--- config.mk ---
export PLATFORM = sky130hd
export DESIGN_NAME = alu_accum_mc_flat
export DESIGN_NICKNAME = d
export VERILOG_FILES = /design/src/rtl/alu_accum_mc_if.sv /design/src/rtl/alu_accum_mc.sv /design/src/flat_wrapper.sv
export SDC_FILE = /design/constraint.sdc
export NUM_CORES = 1
export LEC_CHECK = 0
export BUFFER_PORTS_ARGS = -buffer_cell sky130_fd_sc_hd__buf_4
export CAP_MARGIN = 0
export CORE_MARGIN = 2
export CORE_UTILIZATION = 60
export CTS_CLUSTER_SIZE = 24
export DETAILED_ROUTE_END_ITERATION = 10
export GPL_ROUTABILITY_DRIVEN = 1
export PLACE_DENSITY_LB_ADDON = 0.25
export SYNTH_ARGS = -nofsm -noshare
export SYNTH_HDL_FRONTEND = slang
export SYNTH_SLANG_ARGS = --single-unit
--- constraint.sdc ---
create_clock -name Clock -period 6.62 [get_ports Clock]
set_clock_uncertainty 0.15 [all_clocks]
set_input_delay 1.655 -clock Clock [delete_from_list [all_inputs] [get_ports Clock]]
set_output_delay 1.655 -clock Clock [all_outputs]
set_load 0.01 [all_outputs]
--- src/rtl/alu_accum_mc_if.sv ---
// Request/response bundle for the accumulator ALU: operand, op select and
// start toward the block; busy/done status and the result register back.
interface alu_accum_mc_if #(
  parameter int WIDTH = 4
);
  logic [WIDTH-1:0]   Data;
  logic [2:0]         Function;
  logic               Start;
  logic               Busy;
  logic               Done;
  logic [2*WIDTH-1:0] ALUout;

  modport master (
    output Data, Function, Start,
    input  Busy, Done, ALUout
  );

  modport slave (
    input  Data, Function, Start,
    output Busy, Done, ALUout
  );
endinterface

--- src/rtl/alu_accum_mc.sv ---
// Handshaked accumulator ALU. The 2*WIDTH result register doubles as operand
// B (low half). Single-cycle ops retire on the accepting edge; multiply runs
// as a WIDTH-cycle shift-add sequence with Busy held for its duration.
module alu_accum_mc #(
  parameter int WIDTH = 4
) (
  input  logic          Clock,
  input  logic          Reset_b,
  alu_accum_mc_if.slave bus
);

  localparam int RW = 2 * WIDTH;
  localparam int CW = (WIDTH > 2) ? $clog2(WIDTH) : 1;
  localparam logic [CW-1:0] CNT_LAST = CW'(WIDTH - 1);

  typedef enum logic [2:0] {
    F_ADD  = 3'b000,
    F_SUB  = 3'b001,
    F_SEXT = 3'b010,
    F_ORR  = 3'b011,
    F_ANDR = 3'b100,
    F_SHL  = 3'b101,
    F_MUL  = 3'b110,
    F_HOLD = 3'b111
  } func_e;

  typedef enum logic {
    IDLE = 1'b0,
    MUL  = 1'b1
  } state_e;

  state_e          state, state_nxt;
  logic [RW-1:0]   acc, acc_nxt;
  logic [WIDTH-1:0] mcand, mcand_nxt;
  logic [WIDTH-1:0] mplier, mplier_nxt;
  logic [RW-1:0]   pp, pp_nxt;
  logic [CW-1:0]   cnt, cnt_nxt;
  logic            done, done_nxt;

  logic [WIDTH-1:0] a, b;
  logic [WIDTH:0]   sum, diff;
  logic [RW-1:0]    shl_src;
  logic [RW-1:0]    op_res;
  logic [RW-1:0]    pp_step;

  assign a       = bus.Data;
  assign b       = acc[WIDTH-1:0];
  assign sum     = {1'b0, a} + {1'b0, b};
  assign diff    = {1'b0, a} - {1'b0, b};
  assign shl_src = {{WIDTH{1'b0}}, b};

  // Single-cycle function results, all widened to the result register.
  always_comb begin
    op_res = acc;
    case (func_e'(bus.Function))
      F_ADD:  op_res = {{(WIDTH-1){1'b0}}, sum};
      F_SUB:  op_res = {{(WIDTH-1){diff[WIDTH]}}, diff};
      F_SEXT: op_res = {{WIDTH{b[WIDTH-1]}}, b};
      F_ORR:  op_res = {{(RW-1){1'b0}}, |{a, b}};
      F_ANDR: op_res = {{(RW-1){1'b0}}, &{a, b}};
      // Shift amounts past the register width flush everything out.
      F_SHL:  op_res = (32'(a) >= 32'(RW)) ? '0 : (shl_src << a);
      default: op_res = acc;
    endcase
  end

  // Next partial product: add the shifted multiplicand when this multiplier
  // bit is set.
  always_comb begin
    pp_step = pp;
    if (mplier[cnt])
      pp_step = pp + ({{WIDTH{1'b0}}, mcand} << cnt);
  end

  // Next-state and datapath update for the IDLE/MUL controller.
  always_comb begin
    state_nxt  = state;
    acc_nxt    = acc;
    mcand_nxt  = mcand;
    mplier_nxt = mplier;
    pp_nxt     = pp;
    cnt_nxt    = cnt;
    done_nxt   = 1'b0;
    case (state)
      IDLE: begin
        if (bus.Start) begin
          if (func_e'(bus.Function) == F_MUL) begin
            // Operands are captured so later Data changes cannot disturb
            // the product; ALUout keeps its old value until the end.
            mcand_nxt  = a;
            mplier_nxt = b;
            pp_nxt     = '0;
            cnt_nxt    = '0;
            state_nxt  = MUL;
          end else begin
            acc_nxt  = op_res;
            done_nxt = 1'b1;
          end
        end
      end
      MUL: begin
        pp_nxt  = pp_step;
        cnt_nxt = cnt + CW'(1);
        if (cnt == CNT_LAST) begin
          acc_nxt   = pp_step;
          done_nxt  = 1'b1;
          cnt_nxt   = '0;
          state_nxt = IDLE;
        end
      end
      default: state_nxt = IDLE;
    endcase
  end

  // State register; reset aborts any multiply in flight.
  always_ff @(posedge Clock or negedge Reset_b) begin
    if (!Reset_b) begin
      state  <= IDLE;
      acc    <= '0;
      mcand  <= '0;
      mplier <= '0;
      pp     <= '0;
      cnt    <= '0;
      done   <= 1'b0;
    end else begin
      state  <= state_nxt;
      acc    <= acc_nxt;
      mcand  <= mcand_nxt;
      mplier <= mplier_nxt;
      pp     <= pp_nxt;
      cnt    <= cnt_nxt;
      done   <= done_nxt;
    end
  end

  assign bus.Busy   = (state == MUL);
  assign bus.Done   = done;
  assign bus.ALUout = acc;

endmodule

--- src/flat_wrapper.sv ---
// flat-port wrapper written by rule: the top's interface ports become plain ports
module alu_accum_mc_flat 
#(
  parameter int WIDTH = 4
)
  (Clock, Reset_b, bus_Data, bus_Function, bus_Start, bus_Busy, bus_Done, bus_ALUout);
  alu_accum_mc_if #(.WIDTH(WIDTH)) bus_i ();
  input  logic Clock;
  input  logic Reset_b;
  input wire logic [$bits(bus_i.Data)-1:0] bus_Data;
  input wire logic [$bits(bus_i.Function)-1:0] bus_Function;
  input wire logic [$bits(bus_i.Start)-1:0] bus_Start;
  output wire logic [$bits(bus_i.Busy)-1:0] bus_Busy;
  output wire logic [$bits(bus_i.Done)-1:0] bus_Done;
  output wire logic [$bits(bus_i.ALUout)-1:0] bus_ALUout;
  assign bus_i.Data = bus_Data;
  assign bus_i.Function = bus_Function;
  assign bus_i.Start = bus_Start;
  assign bus_Busy = bus_i.Busy;
  assign bus_Done = bus_i.Done;
  assign bus_ALUout = bus_i.ALUout;
  alu_accum_mc #(.WIDTH(WIDTH)) u_core (.Clock(Clock), .Reset_b(Reset_b), .bus(bus_i));
endmodule
## Word level (Yosys, flattened, before mapping)

Index checks and enable logic that the tools add are counted.

- Add/subtract/negate cells: 4
- $mul: 0
- Divide/modulo/power cells: 0
- $lt $le $gt $ge: 2
- Equality and inequality tests: 14
- Shifts and indexed selects: 2
- Mux-type cells: 24
- Bitwise logic cells: 1
- Reductions and logical operators: 7

Operators by type and width:

| cell | number |
|---|---|
| two-way mux 8 bit | 7 |
| case mux 8 bit (6 select lines) | 1 |
| case mux 8 bit (2 select lines) | 2 |
| equality test 3 bit (second input constant) | 3 |
| adder 8 bit | 1 |
| inequality test 2 bit (second input constant) | 4 |
| AND reduction 8 bit | 1 |
| OR reduction 8 bit | 1 |
| left shift 4 x 2 -> 8 bit | 1 |
| left shift 4 x 4 -> 8 bit | 1 |
| two-way mux 1 bit | 7 |
| inequality test 7 bit (second input constant) | 1 |
| equality test 3 x 2 -> 1 bit (second input constant) | 2 |
| two-way mux 2 bit | 3 |
| inequality test 6 bit (second input constant) | 1 |
| adder 4 x 4 -> 5 bit | 1 |
| AND reduction 5 bit | 1 |
| subtractor 4 x 4 -> 5 bit | 1 |
| >= comparator 4 bit (second input constant) | 1 |
| case mux 1 bit (2 select lines) | 2 |
| case mux 2 bit (2 select lines) | 1 |
| AND reduction 4 bit | 1 |
| equality test 3 x 1 -> 1 bit (second input constant) | 1 |
| zero test 3 bit | 1 |
| 8 further kinds | 8 |

- Register bits after elaboration: 28
- Bits in latches: 0
- RAM bits: 0
- Memory bits (read-only): 0
- Bits of input ports: 10
- Output and inout port bits: 10
- Word-level logic and storage cells: 62
- Memories: 0

## Longest topological paths before layout

- Depth in word-level cells: 6
- Mapped depth: 10
- Gate-level depth less buffers: 9

## Worst setup path after synthesis

OpenSTA, ideal clock, no wires.

- Path type: input -> register
- From: input bus_Data[0]
- To: register u_core.acc[7], in the netlist u_core.bus.ALUout[7]
- Library setup time: 0.081 ns
- Arrival time: 3.339 ns
- Data required time: 6.389 ns
- Path slack: 3.049 ns
- Cell stages on the path: 10
- Buffers on the path: 1
- Path through: clkbuf_1 > inv_1 > ha_1 > inv_1 > fa_1 > and2_1 > o21ai_0 > a41o_1 > o21ai_0 > a31oi_2

- Word-level cells in the longest chain between the ends: 6
- Elaborated cells on any way between the ends: 8
- Those cells by class: add/sub (1); order compare (1); shift (1); mux (5)

RTL lines:

| item | RTL line | RTL |
|---|---|---|
| start, declared | flat_wrapper.sv:10 | `input wire logic [$bits(bus_i.Data)-1:0] bus_Data;` |
| >= comparator 4 bit / left shift 4 x 4 -> 8 bit (equally long branches) | alu_accum_mc.sv:62 | `F_SHL: op_res = (32'(a) >= 32'(RW)) ? '0 : (shl_src << a);` |
| two-way mux 8 bit | alu_accum_mc.sv:62 |  |
| case mux 8 bit (6 select lines) (*) | alu_accum_mc.sv:55 | `case (func_e'(bus.Function))` |
| two-way mux 8 bit (*) | alu_accum_mc.sv:87 | `if (func_e'(bus.Function) == F_MUL) begin` |
| two-way mux 8 bit (*) | alu_accum_mc.sv:86 | `if (bus.Start) begin` |
| case mux 8 bit (2 select lines) (*) | alu_accum_mc.sv:84 | `case (state)` |
| end signal, assigned | alu_accum_mc.sv:127 | `acc <= acc_nxt;` |
| end, declared | alu_accum_mc.sv:33 | `logic [RW-1:0] acc, acc_nxt;` |

Mark *: on every way between the ends. The rest lies on a longest branch, timed or not. The select of a mux whose other input is x is not followed.
A chain may end at the register's enable or synchronous reset.

## Final worst setup path

Ends and elaborated chain as after synthesis.

==> out/results.txt <==
status - finished, final reports clean
clk buf depth - 2
GR Util All Layers - 0.282
ys async rst share - 1.00
Final Instance Area - 2510 sq um
WP data required - 6.68 ns
Max Slew Vio Count - 0
Avg Inst Size Synth - 9.11 sq um
critical path's slowest cell - fa_1
fin crit share - 0.516
Post-DP HPWL - 4150 um
Sw Pwr - 536 uW
CTS Hold Buffers Added - 0
metal3 WL - 393 um
Routed WL - 5550 um
setup TNS - 0 ns
Leakage - 1.13 nW
layout cell share with drive strength beyond 1 - 0.174
GPL Wtd Cong - 0.984
Nets - 295
simple-gate share of the synthesized area - 0.215
routed wl met2 - 2510 um
distinct cell type count after synthesis - 59
min cycle time layout - 3.42 ns
Synth area leader - dfrtp_1
Area after DPL - 2460 sq um
CP max stage delay - 0.38 ns
Overflow after GRT - 0
CP startpoint - bus_Data[0]
Critical Path Sink Type - flip-flop
Post-CTS Setup Bufs - 0
Critical Path AT - 3.47 ns
post-CTS sizing - 0
complex-gate fraction of the synthesized area - 0.209
R2R setup slack - 3.75 ns
Adder-Cell Fraction of Synth Area - 0.113
CTS tree - built
register area share after synthesis - 0.304
top sig layer - met4
Core ar. - 3690 sq um
pre-CTS setup slack - 2.93 ns
Min-Delay Path Class - reg2reg
RR Endpoint - u_core.bus.ALUout[5]$_DFFE_PN0P_
vias - 1986
Syn-to-layout area delta - 8.95%
setup ws final - 3.20 ns
register area - 701 sq um
Die ar. - 4360 sq um
power density over cell area - 458 nW/um^2
n_diodes - 0
Worst-path clk slew - 0.09 ns
clock sinks - 28
vias per inst - 6.35
first-pass GRT wire length - 9370 um
Synth top area share - 0.304
main combinational cell family by area after synthesis - simple AND/OR/NAND/NOR gates
Worst R2R Path Depth - 8
Internal Power - 614 uW
Final Hold Viols - 0
syn nets - 282
part of the power in registers - 0.316
die span in x - 66.0 um
Post-synth top flop - dfrtp_1
critical path startpoint category - primary input
antenna viol nets, final - 0
Placement Rows - 22
Gate power share - 0.592
Critical Path Sink - u_core.bus.ALUout[7]$_DFFE_PN0P_
Max-slew headroom - 0.417
worst-path fanout max - 8
initial core utilization - 0.625
Die Ht - 66.0 um
Area contributors post-synth - dfrtp_1 (30%), ha_1 (8.7%), mux2_2 (5.4%)
# IOs - 20
Post-Syn Instances - 253
crit path cell chain - buf_4, inv_1, ha_1, inv_1, fa_1, and2_1, o21ai_0, a41o_1, o21ai_0, a31oi_2
number of global-route vias before repair - 1829
port bufs - 19
WL/cell - 17.7 um
yosys warns - 0
largest net degree at the start of global routing - 29
Iter 0 DRT Violations - 174
CTS root buf - clkbuf_8
MaxCap Viol Count - 0
Worst-Skew Late Latency - 0.28 ns
first-pass detailed-route iteration total - 5
mux share of post-synthesis cell area - 0.111
unrepaired setup endpoints after global routing - false
reg-to-reg critical path startpoint - u_core.cnt[1]$_DFFE_PN0P_
total CTS buffers - 3
Post-synth EDFFs - 0
Cell Area, Synth - 2310 sq um
Setup CP Type - in2reg
Worst VDD drop - 0.398 mV
initial antenna violation count - 0
final setup fails - 0
htree depth - 1
XOR/XNOR Fraction of Synth Area - 0.00380
FMAX - 293 MHz
fill count - 325
met1 WL - 2630 um
worst slew pin tran - 0.875 ns
DR DRC count - 0
Yosys reg bits - 28
Clock Power Share - 0.092
multi-input logic area - 1510 sq um
Net Sw Frac - 0.466
metrics by stage:
step	power, mW	instances	hold slack [ns]	utilization
5_1_grt	1.25	313	0.382	0.681
3_5_place_dp	1.04	309	0.346	0.666
3_3_place_gp	1.02	309	0.328	0.666
2_1_floorplan	0.857	253	0.310	-
6_report	1.15	313	0.368	0.681
4_1_cts	1.15	313	0.368	0.681
cell usage in the layout (no fill, tap or decap), types with 7 or more instances in the layout:
cell       n
mux2i_1    8
nand2_1   23
inv_1      9
o21ai_0   14
nor4_1     7
nand2b_1   7
nor2_1    21
ha_1      16
buf_4     19
a21oi_1    9
dfrtp_1   28
mux2_2    11
power groups by stage:
stage / registers, mW / logic (mW) / clock network [mW]
floorplan: 0.324 / 0.533 / 0
global placement: 0.360 / 0.662 / 0
detailed placement: 0.365 / 0.674 / 0
CTS: 0.361 / 0.678 / 0.110
global route: 0.375 / 0.765 / 0.115
finish: 0.363 / 0.681 / 0.106
critical path, delay by kind of cell:
family	cells	cell delay [ns]
AOI/OAI and AO/OA	4	0.73
adders and majority gates	2	0.59
buffers and inverters	3	0.32
and+or+nand+nor	1	0.17
synthesized netlist by cell type (3+ instances only):
master / n
nor3b_1: 3
and2_1: 3
o21ai_0: 14
nand3b_1: 5
and3_1: 3
fa_1: 3
nand2b_1: 7
a31oi_1: 5
a22o_1: 3
mux2_2: 11
a211oi_1: 6
nor2b_1: 3
a21boi_0: 3
mux2i_1: 8
nand2_1: 23
inv_1: 9
nor4_1: 7
a21oi_1: 9
nor3_1: 6
o22ai_1: 3
clkbuf_1: 8
nand3_1: 3
ha_1: 16
dfrtp_1: 28
o211ai_1: 3
nor2_1: 21
final cells by class:
cell class,instances,area share
clock buffers,4,0.0219
inverters,11,0.0194
multi-input cells,203,0.599
flip-flops and latches,28,0.279
well taps,48,0.0239
repair buffers,19,0.0568
how the worst min path moves through the flow:
stage | startpoint | end | slack, ns | depth (start not counted)
finish | u_core.mplier[3]$_DFFE_PN0P_ | u_core.mplier[3]$_DFFE_PN0P_ | 0.37 | 1
global route | u_core.mplier[0]$_DFFE_PN0P_ | u_core.mplier[0]$_DFFE_PN0P_ | 0.38 | 1
CTS | u_core.mplier[3]$_DFFE_PN0P_ | u_core.mplier[3]$_DFFE_PN0P_ | 0.37 | 1
detailed placement | u_core.pp[7]$_DFFE_PN0P_ | u_core.pp[7]$_DFFE_PN0P_ | 0.35 | 2
global placement | u_core.pp[7]$_DFFE_PN0P_ | u_core.pp[7]$_DFFE_PN0P_ | 0.33 | 2
floorplan | u_core.pp[7]$_DFFE_PN0P_ | u_core.pp[7]$_DFFE_PN0P_ | 0.31 | 2
per-layer routing:
| metal | global-route usage | vias up |
|---|---|---|
| met4 | 0.0485 | 0 |
| met3 | 0.0426 | 2 |
| met5 | 0 | - |
| met2 | 0.423 | 83 |
| met1 | 0.436 | 938 |
| li1 | - | 963 |
kinds of logic (layout without fill, tap and decap cells):
group	after synthesis	after routing
buffers and inverters	22	34
adders and majority gates	19	19
DFF	28	28
muxes	22	22
AOI/OAI and AO/OA	67	67
and+or+nand+nor	94	94
xor gates and xnor gates	1	1
state kept, by name, indices dropped and copies added, names as in the netlist:
name	cells
u_core.pp	8
u_core.bus.Busy	1
u_core.mplier	4
u_core.mcand	4
u_core.bus.ALUout	8
u_core.bus.Done	1
u_core.cnt	2
(Power assumes the default switching activity.)
